==> config.mk <==
export PLATFORM = sky130hd
export DESIGN_NAME = sand_brush_painter
export DESIGN_NICKNAME = d
export VERILOG_FILES = /design/src/rtl/sand_brush_painter.sv
export SDC_FILE = /design/constraint.sdc
export NUM_CORES = 1
export LEC_CHECK = 0
export BUFFER_PORTS_ARGS = -buffer_cell sky130_fd_sc_hd__buf_2
export CORE_MARGIN = 3
export CORE_UTILIZATION = 55
export CTS_BUF_LIST = sky130_fd_sc_hd__clkbuf_8
export DETAILED_ROUTE_END_ITERATION = 10
export GPL_TIMING_DRIVEN = 0
export PLACE_DENSITY = 0.73
export SYNTH_ARGS = -nofsm -noshare
export SYNTH_HDL_FRONTEND = slang
export SYNTH_SLANG_ARGS = --single-unit
==> constraint.sdc <==
create_clock -name clock -period 11.6 [get_ports clock]
set_clock_uncertainty 0.15 [all_clocks]
set_input_delay 1.74 -clock clock [delete_from_list [all_inputs] [get_ports clock]]
set_output_delay 1.74 -clock clock [all_outputs]
set_load 0.05 [all_outputs]
==> src/rtl/sand_brush_painter.sv <==
// -----------------------------------------------------------------------------
// sand_brush_painter
//
// Purpose:
//   Takes a brush command (centre x/y, radius, particle type) and rasterises a
//   filled disc of that particle type into the sand cell buffer. It issues one
//   cell write per cycle through a ready/valid style write port. The box around
//   the disc is clipped to the grid, so coordinates never wrap.
//
// Ports:
//   clock         in   1       system clock, rising edge
//   reset         in   1       synchronous, active-high
//   start         in   1       one-cycle request to paint the current brush
//   brush_x       in   8       disc centre column
//   brush_y       in   8       disc centre row
//   brush_radius  in   8       disc radius in cells
//   brush_type    in   2       particle type written to each covered cell
//   busy          out  1       high whenever the FSM is not idle
//   done          out  1       one-cycle pulse when a paint completes
//   cell_addr     out  ADDR_W  write address = cy*GRID_W + cx
//   cell_data     out  2       write data = latched brush type
//   cell_we       out  1       write request; transfer when cell_we && cell_ready
//   cell_ready    in   1       buffer accepts the write this cycle
//
// Configuration:
//   BRUSH_SQUARE_EN  when defined, the distance test is removed and every cell
//                    of the clipped bounding box is written (square brush).
// -----------------------------------------------------------------------------
module sand_brush_painter #(
  parameter int GRID_W = 160,
  parameter int GRID_H = 120,
  parameter int ADDR_W = 15
) (
  input  logic              clock,
  input  logic              reset,
  input  logic              start,
  input  logic [7:0]        brush_x,
  input  logic [7:0]        brush_y,
  input  logic [7:0]        brush_radius,
  input  logic [1:0]        brush_type,
  output logic              busy,
  output logic              done,
  output logic [ADDR_W-1:0] cell_addr,
  output logic [1:0]        cell_data,
  output logic              cell_we,
  input  logic              cell_ready
);

  typedef enum logic [1:0] {
    ST_IDLE,
    ST_SETUP,
    ST_SCAN,
    ST_DONE
  } state_t;

  localparam logic signed [9:0] X_MAX = 10'(GRID_W - 1);
  localparam logic signed [9:0] Y_MAX = 10'(GRID_H - 1);

  state_t state, next_state;

  logic [7:0] x_q, y_q, r_q;
  logic [1:0] type_q;
  logic [7:0] x0_q, x1_q, y1_q;
  logic [7:0] cx, cy;

  logic signed [9:0] lo_x, hi_x, lo_y, hi_y;
  logic [7:0]        x0, x1, y0, y1;
  logic              box_empty;
  logic              in_disc;
  logic              advance;
  logic              last_cell;

  // Bounding box in signed 10-bit so that x-r can go negative and x+r can
  // exceed 255 without wrapping; results are then clamped onto the grid.
  always_comb begin
    lo_x      = $signed({2'b00, x_q}) - $signed({2'b00, r_q});
    hi_x      = $signed({2'b00, x_q}) + $signed({2'b00, r_q});
    lo_y      = $signed({2'b00, y_q}) - $signed({2'b00, r_q});
    hi_y      = $signed({2'b00, y_q}) + $signed({2'b00, r_q});
    x0        = lo_x[9] ? 8'd0 : lo_x[7:0];
    y0        = lo_y[9] ? 8'd0 : lo_y[7:0];
    x1        = (hi_x > X_MAX) ? X_MAX[7:0] : hi_x[7:0];
    y1        = (hi_y > Y_MAX) ? Y_MAX[7:0] : hi_y[7:0];
    box_empty = (lo_x > X_MAX) || (lo_y > Y_MAX);
  end

`ifdef BRUSH_SQUARE_EN
  assign in_disc = 1'b1;
`else
  logic [15:0]       r2_q;
  logic signed [8:0] dx, dy;
  logic [7:0]        adx, ady;
  logic [15:0]       dx2, dy2;
  logic [16:0]       d2;

  // Squaring magnitudes keeps the multipliers unsigned 8x8; |dx| never
  // exceeds 255 because cx is on-grid and x is 8-bit.
  always_comb begin
    dx  = $signed({1'b0, cx}) - $signed({1'b0, x_q});
    dy  = $signed({1'b0, cy}) - $signed({1'b0, y_q});
    adx = dx[8] ? 8'(-dx) : dx[7:0];
    ady = dy[8] ? 8'(-dy) : dy[7:0];
    dx2 = 16'(adx) * 16'(adx);
    dy2 = 16'(ady) * 16'(ady);
    d2  = {1'b0, dx2} + {1'b0, dy2};
    in_disc = (d2 <= {1'b0, r2_q});
  end
`endif

  // A covered cell waits for the buffer; an uncovered cell is skipped at once.
  assign cell_we   = (state == ST_SCAN) && in_disc;
  assign advance   = (state == ST_SCAN) && (!in_disc || cell_ready);
  assign last_cell = (cx == x1_q) && (cy == y1_q);
  assign busy      = (state != ST_IDLE);
  assign done      = (state == ST_DONE);
  assign cell_data = type_q;
  assign cell_addr = ADDR_W'(cy) * ADDR_W'(GRID_W) + ADDR_W'(cx);

  always_ff @(posedge clock) begin
    if (reset) state <= ST_IDLE;
    else       state <= next_state;
  end

  always_comb begin
    next_state = state;
    case (state)
      ST_IDLE:  if (start) next_state = ST_SETUP;
      ST_SETUP: next_state = box_empty ? ST_DONE : ST_SCAN;
      ST_SCAN:  if (advance && last_cell) next_state = ST_DONE;
      ST_DONE:  next_state = ST_IDLE;
      default:  next_state = ST_IDLE;
    endcase
  end

  // Command latch, box registers and raster counters.
  always_ff @(posedge clock) begin
    if (reset) begin
      x_q    <= '0;
      y_q    <= '0;
      r_q    <= '0;
      type_q <= '0;
      x0_q   <= '0;
      x1_q   <= '0;
      y1_q   <= '0;
      cx     <= '0;
      cy     <= '0;
`ifndef BRUSH_SQUARE_EN
      r2_q   <= '0;
`endif
    end else begin
      if (state == ST_IDLE && start) begin
        x_q    <= brush_x;
        y_q    <= brush_y;
        r_q    <= brush_radius;
        type_q <= brush_type;
      end
      if (state == ST_SETUP) begin
        x0_q <= x0;
        x1_q <= x1;
        y1_q <= y1;
        cx   <= x0;
        cy   <= y0;
`ifndef BRUSH_SQUARE_EN
        r2_q <= 16'(r_q) * 16'(r_q);
`endif
      end
      if (advance && !last_cell) begin
        if (cx == x1_q) begin
          cx <= x0_q;
          cy <= cy + 8'd1;
        end else begin
          cx <= cx + 8'd1;
        end
      end
    end
  end

endmodule

==> results of run 1 <==
==> layer usage <==
layer	routed length (um)	vias up	global-route usage [%]
li1	-	4871	-
met1	12900	4555	33.8
met2	12900	238	38.9
met3	1290	51	1.70
met4	766	0	7.64
met5	0	-	0
==> cells in the final DEF, fill, tap and decap left out, types with 14 or more instances in the layout <==
cell type and count:
inv_1 224, ha_1 169, nand2_1 116, or3_1 14
o21ai_0 27, buf_2 49, xor2_1 42, nor2_1 144
a21o_1 24, clkbuf_1 28, fa_1 109, nor3_1 18
dfxtp_1 82, mux2i_1 20, a21oi_1 91, nand2b_1 15
nand3_1 24, a211oi_1 14, xnor2_1 53
==> logic make-up (layout without fill, tap and decap cells) <==
| group | count (synthesis) | in the layout | synth area share [%] |
|---|---|---|---|
| and+or+nand+nor | 413 | 413 | 16.1 |
| buffers and inverters | 271 | 339 | 8.91 |
| adders and majority gates | 278 | 278 | 36.1 |
| DFF | 83 | 83 | 14.0 |
| muxes | 26 | 26 | 2.45 |
| xor gates and xnor gates | 106 | 106 | 7.86 |
| AOI/OAI and AO/OA | 255 | 255 | 14.6 |
==> final cells by class <==
type	instances	area [um^2]
Multi-Input combinational cell	1078	9330
Sequential cell	83	1660
Timing Repair Buffer	52	277
Clock buffer	9	124
Clock inverter	7	98.8
Buffer	42	203
Fill cell	1915	8260
Tap cell	275	344
Inverter	229	860
==> through the flow <==
stage / cell area, um^2 / cells / utilization [%] / hold WS, ns / setup WS, ns
6_report: 12900 / 1775 / 61.0 / 0.310 / 0.440
5_1_grt: 12900 / 1775 / 61.0 / 0.341 / -0.00176
4_1_cts: 12800 / 1771 / 60.4 / 0.313 / 0.00188
3_5_place_dp: 12500 / 1755 / 59.1 / 0.301 / 0.0660
3_3_place_gp: 12500 / 1755 / 59.1 / 0.295 / 0.143
2_1_floorplan: 11900 / 1432 / - / 0.291 / 0.690
==> state kept, by name, indices dropped and copies added, names as in the netlist, 8 cells and up <==
signal	flops
x0_q	8
x1_q	8
y_q	8
cy	8
r_q	8
y1_q	8
cx	8
r2_q	15
x_q	8
==> what timing repair did <==
item	4_1_cts	5_1_grt
setup endpoints to repair	1	1
gates resized for setup	10	24
pin swaps	0	3
setup buffers	0	4
==> final timing paths <==
kind                startpoint      endpoint  slack, ns  cells past startpoint
setup / recovery         cy[0]       cell_we       0.44                     35
hold / removal    cell_data[0]  cell_data[0]       0.31                      2
setup reg to reg         cy[0]         cx[6]       1.69                     37
hold reg to reg   cell_data[0]  cell_data[0]       0.31                      2
==> critical path: cells and delay by family, from the launching register on <==
family / cells / cell delay, ns
AOI/OAI and AO/OA: 11 / 2.19
xor gates and xnor gates: 2 / 0.41
adders and majority gates: 10 / 4.48
buffers and inverters: 8 / 0.78
DFF: 1 / 0.40
and+or+nand+nor: 4 / 0.62
==> impl_metrics.ini, run 1 <==
[worst_setup_path]
timing.critical_path.mode_cell = fa_1
cp-end-kind = primary output
slowest_delay_ns = 0.56
cp_max_fo = 7
worstSetupStartpointType = flip-flop
cp_slowest_cell = fa_1
arrival_ns = 9.27
path_class = reg -> out
cp.required_ns = 9.71

[synth]
synth_flop_cell = dfxtp_1
netlist_instances = 1432
syn_nets = 1740
synth_edf_count = 0
ys.warnings.count = 0
syn-cell-area_mm2 = 0.0119
synth_area_per_cell_um2 = 8.32
synth_top_cell_area_share_pct = 18.3
synth.distinct_cells = 81
synth-async-reset-ratio_pct = 0
seq_area_frac_synth_pct = 14.0
yosysMostFrequentCell = inv_1
yosysTopAreaCell = fa_1
ys_top_cells_by_area = fa_1, ha_1, dfxtp_1, inv_1, nor2_1
netlist_top_cells_count = inv_1, ha_1, nor2_1
postSynthRegisterBits = 83

[grt]
grt_pass1_vias = 9400
grt_pass1_wl_um = 46300
grt_overflow = 0
grt_max_degree = 16
grt_usage_pct = 23.8
antenna_found_initial = 0

[status]
status = completed

[floorplanning]
ios = 50
start_util_pct = 56.3
fp.dieH_um = 153
die_area_mm2 = 0.0235
fp-row-count = 53
fp.coreArea_mm2 = 0.0212
die_w_um = 153

[cts]
clk_latency_ns = 0.37
ctsLongestPathBuffers = 2
cts_tree = done
numCtsBuffers = 9
cts_root_buffer = clkbuf_8
clk_pin_slew_ns = 0.10
cts_sinks = 83
cts_hold_buf = 0
ctsHtreeMaxLevel = 3

[detailed_routing]
drt_iter0_drc = 519
via_count = 9715
drc_errors = 0
ant_nets = 0
via_per_inst = 5.47
dr.pass1.iters = 5
wl_per_cell_um = 15.7
wirelength_um = 27800

[run]
drv_cap = 0

[sta]
period_share_pct = 96.2
max_slew.worst_pin.slew_ns = 0.725
report.final.hold_viol_count = 0
fmax_mhz = 89.6
slew_headroom_pct = 51.4
slew_viol_final = 0
finalSetupTns_ns = 0
setup_viol = 0
finalCriticalPeriod_ns = 11.16

[worst_hold_path]
hold_path.class = reg -> reg

[placement]
numPortBuffers = 48
hpwl_um = 23500
place.gp.congestion = 0.918

[final_layout]
final_nets = 1803
antennaDiodeCount = 0
syn_to_final_growth_pct = 8.31
drive_gt1_share_pct = 9.07
Power of run 1 is left out: the tool's default activity adds up to more than one toggle a clock period on the data nets, which glitch-free logic cannot reach.
==> run 2, diff against run 1 <==
--- a/config.mk
+++ b/config.mk
@@ -12,6 +12,7 @@
 export DETAILED_ROUTE_END_ITERATION = 10
 export GPL_TIMING_DRIVEN = 0
 export PLACE_DENSITY = 0.73
+export REMOVE_ABC_BUFFERS = 1
 export SYNTH_ARGS = -nofsm -noshare
 export SYNTH_HDL_FRONTEND = slang
 export SYNTH_SLANG_ARGS = --single-unit
==> impl_metrics.ini, run 2 (synthesis results as in run 1) <==
[status]
status = completed

[grt]
grtUsageMet1_pct = 33.0
grt_pass1_vias = 9397
busiest_layer = met2
use_met3_pct = 2.83
grt_usage_pct = 23.8
grt_pass1_wl_um = 46500
grt_util_met2_pct = 39.0
antenna_found_initial = 0
grt_overflow = 0
grt_max_degree = 90

[detailed_routing]
drc_errors = 0
dr.pass1.iters = 5
wl_per_cell_um = 15.9
drt_iter0_drc = 447
ant_nets = 0
via_count = 9771
via_per_inst = 5.63
wirelength_um = 27700

[floorplanning]
die_area_mm2 = 0.0235
ios = 50
start_util_pct = 56.3
fp.dieH_um = 153
die_w_um = 153
fp.coreArea_mm2 = 0.0212
fp-row-count = 53

[worst_setup_path]
arrival_ns = 9.27
cp-end-kind = primary output
cp_slowest_cell = fa_1
cp_max_fo = 8
slowest_delay_ns = 0.55
worstSetupStartpointType = flip-flop
path_class = reg -> out
cp.required_ns = 9.71
timing.critical_path.mode_cell = fa_1

[final_layout]
max_flop_register = r2_q
fill_cells = 1886
largest_reg_flops = 15
antennaDiodeCount = 0
final_nets = 1764
seqCellArea_mm2 = 0.00167
syn_to_final_growth_pct = 7.05
drive_gt1_share_pct = 9.38
final_common_cell = inv_1
multi_input_area_mm2 = 0.00938
layout_common_cells = inv_1, ha_1, nor2_1, nand2_1, fa_1

[sta]
setup_slack_ns = 0.437
fmax_mhz = 89.6
period_share_pct = 96.2
finalCriticalPeriod_ns = 11.16
report.final.hold_viol_count = 0
slew_headroom_pct = 28.7
slew_viol_final = 0
setup_viol = 0
finalSetupTns_ns = 0
max_slew.worst_pin.slew_ns = 1.07

[run]
drv_cap = 0

[placement]
hpwl_um = 22500
numPortBuffers = 49
pre_cts_slack_ns = -0.0103
place.gp.congestion = 0.891

[cts]
clk_latency_ns = 0.38
cts_sinks = 83
numCtsBuffers = 9
clk_pin_slew_ns = 0.10
cts_root_buffer = clkbuf_8
ctsHtreeMaxLevel = 3
ctsLongestPathBuffers = 2
cts_tree = done

[worst_hold_path]
hold_path.class = reg -> reg
[run 2: layer usage]
metal	routed length [um]	vias up	part of all wire (%)
met5	0	-	0
met4	668	0	2.4
met3	1230	49	4.4
met2	13000	230	47
met1	12800	4694	46
li1	-	4798	-
[run 2: cell type report]
cell class,count,area share [%]
Sequential cell,83,13.1
Inverter,229,6.76
Multi-Input combinational cell,1078,73.6
Clock buffer,10,1.08
Clock inverter,6,0.373
Tap cell,275,2.70
Timing Repair Buffer,55,2.44
[run 2: timing repair]
action                                  in CTS  in global routing
endpoints found under the setup margin       1                  1
hold buffers                                 0                  0
resized for setup                           13                 26
pin swaps                                    0                  4
setup buffers                                0                  4
[run 2: through the flow]
| stage | utilization [%] | instance area, um^2 | cells | hold WS, ns |
|---|---|---|---|---|
| final | 60.3 | 12700 | 1736 | 0.310 |
| after global routing | 60.3 | 12700 | 1736 | 0.330 |
| after CTS | 59.6 | 12600 | 1732 | 0.313 |
| after detailed placement | 58.3 | 12300 | 1716 | 0.298 |
| after global placement | 58.1 | 12300 | 1714 | 0.290 |
| after floorplan | - | 11700 | 1390 | 0.285 |
[run 2: worst max-delay path: cells and delay by family, from the launching register on]
family / cells / cell delay (ns)
xor gates and xnor gates: 2 / 0.34
and+or+nand+nor: 5 / 0.92
adders and majority gates: 10 / 4.45
AOI/OAI and AO/OA: 11 / 2.13
DFF: 1 / 0.39
buffers and inverters: 7 / 0.63
[run 2: final timing paths]
kind | startpoint | end | slack (ns) | depth (start not counted)
max | cy[0] | cell_we | 0.44 | 35
min | cell_data[1] | cell_data[1] | 0.31 | 2
min reg2reg | cell_data[1] | cell_data[1] | 0.31 | 2
max reg2reg | cy[0] | cy[0] | 1.44 | 36
Power of run 2 is left out for the same reason.
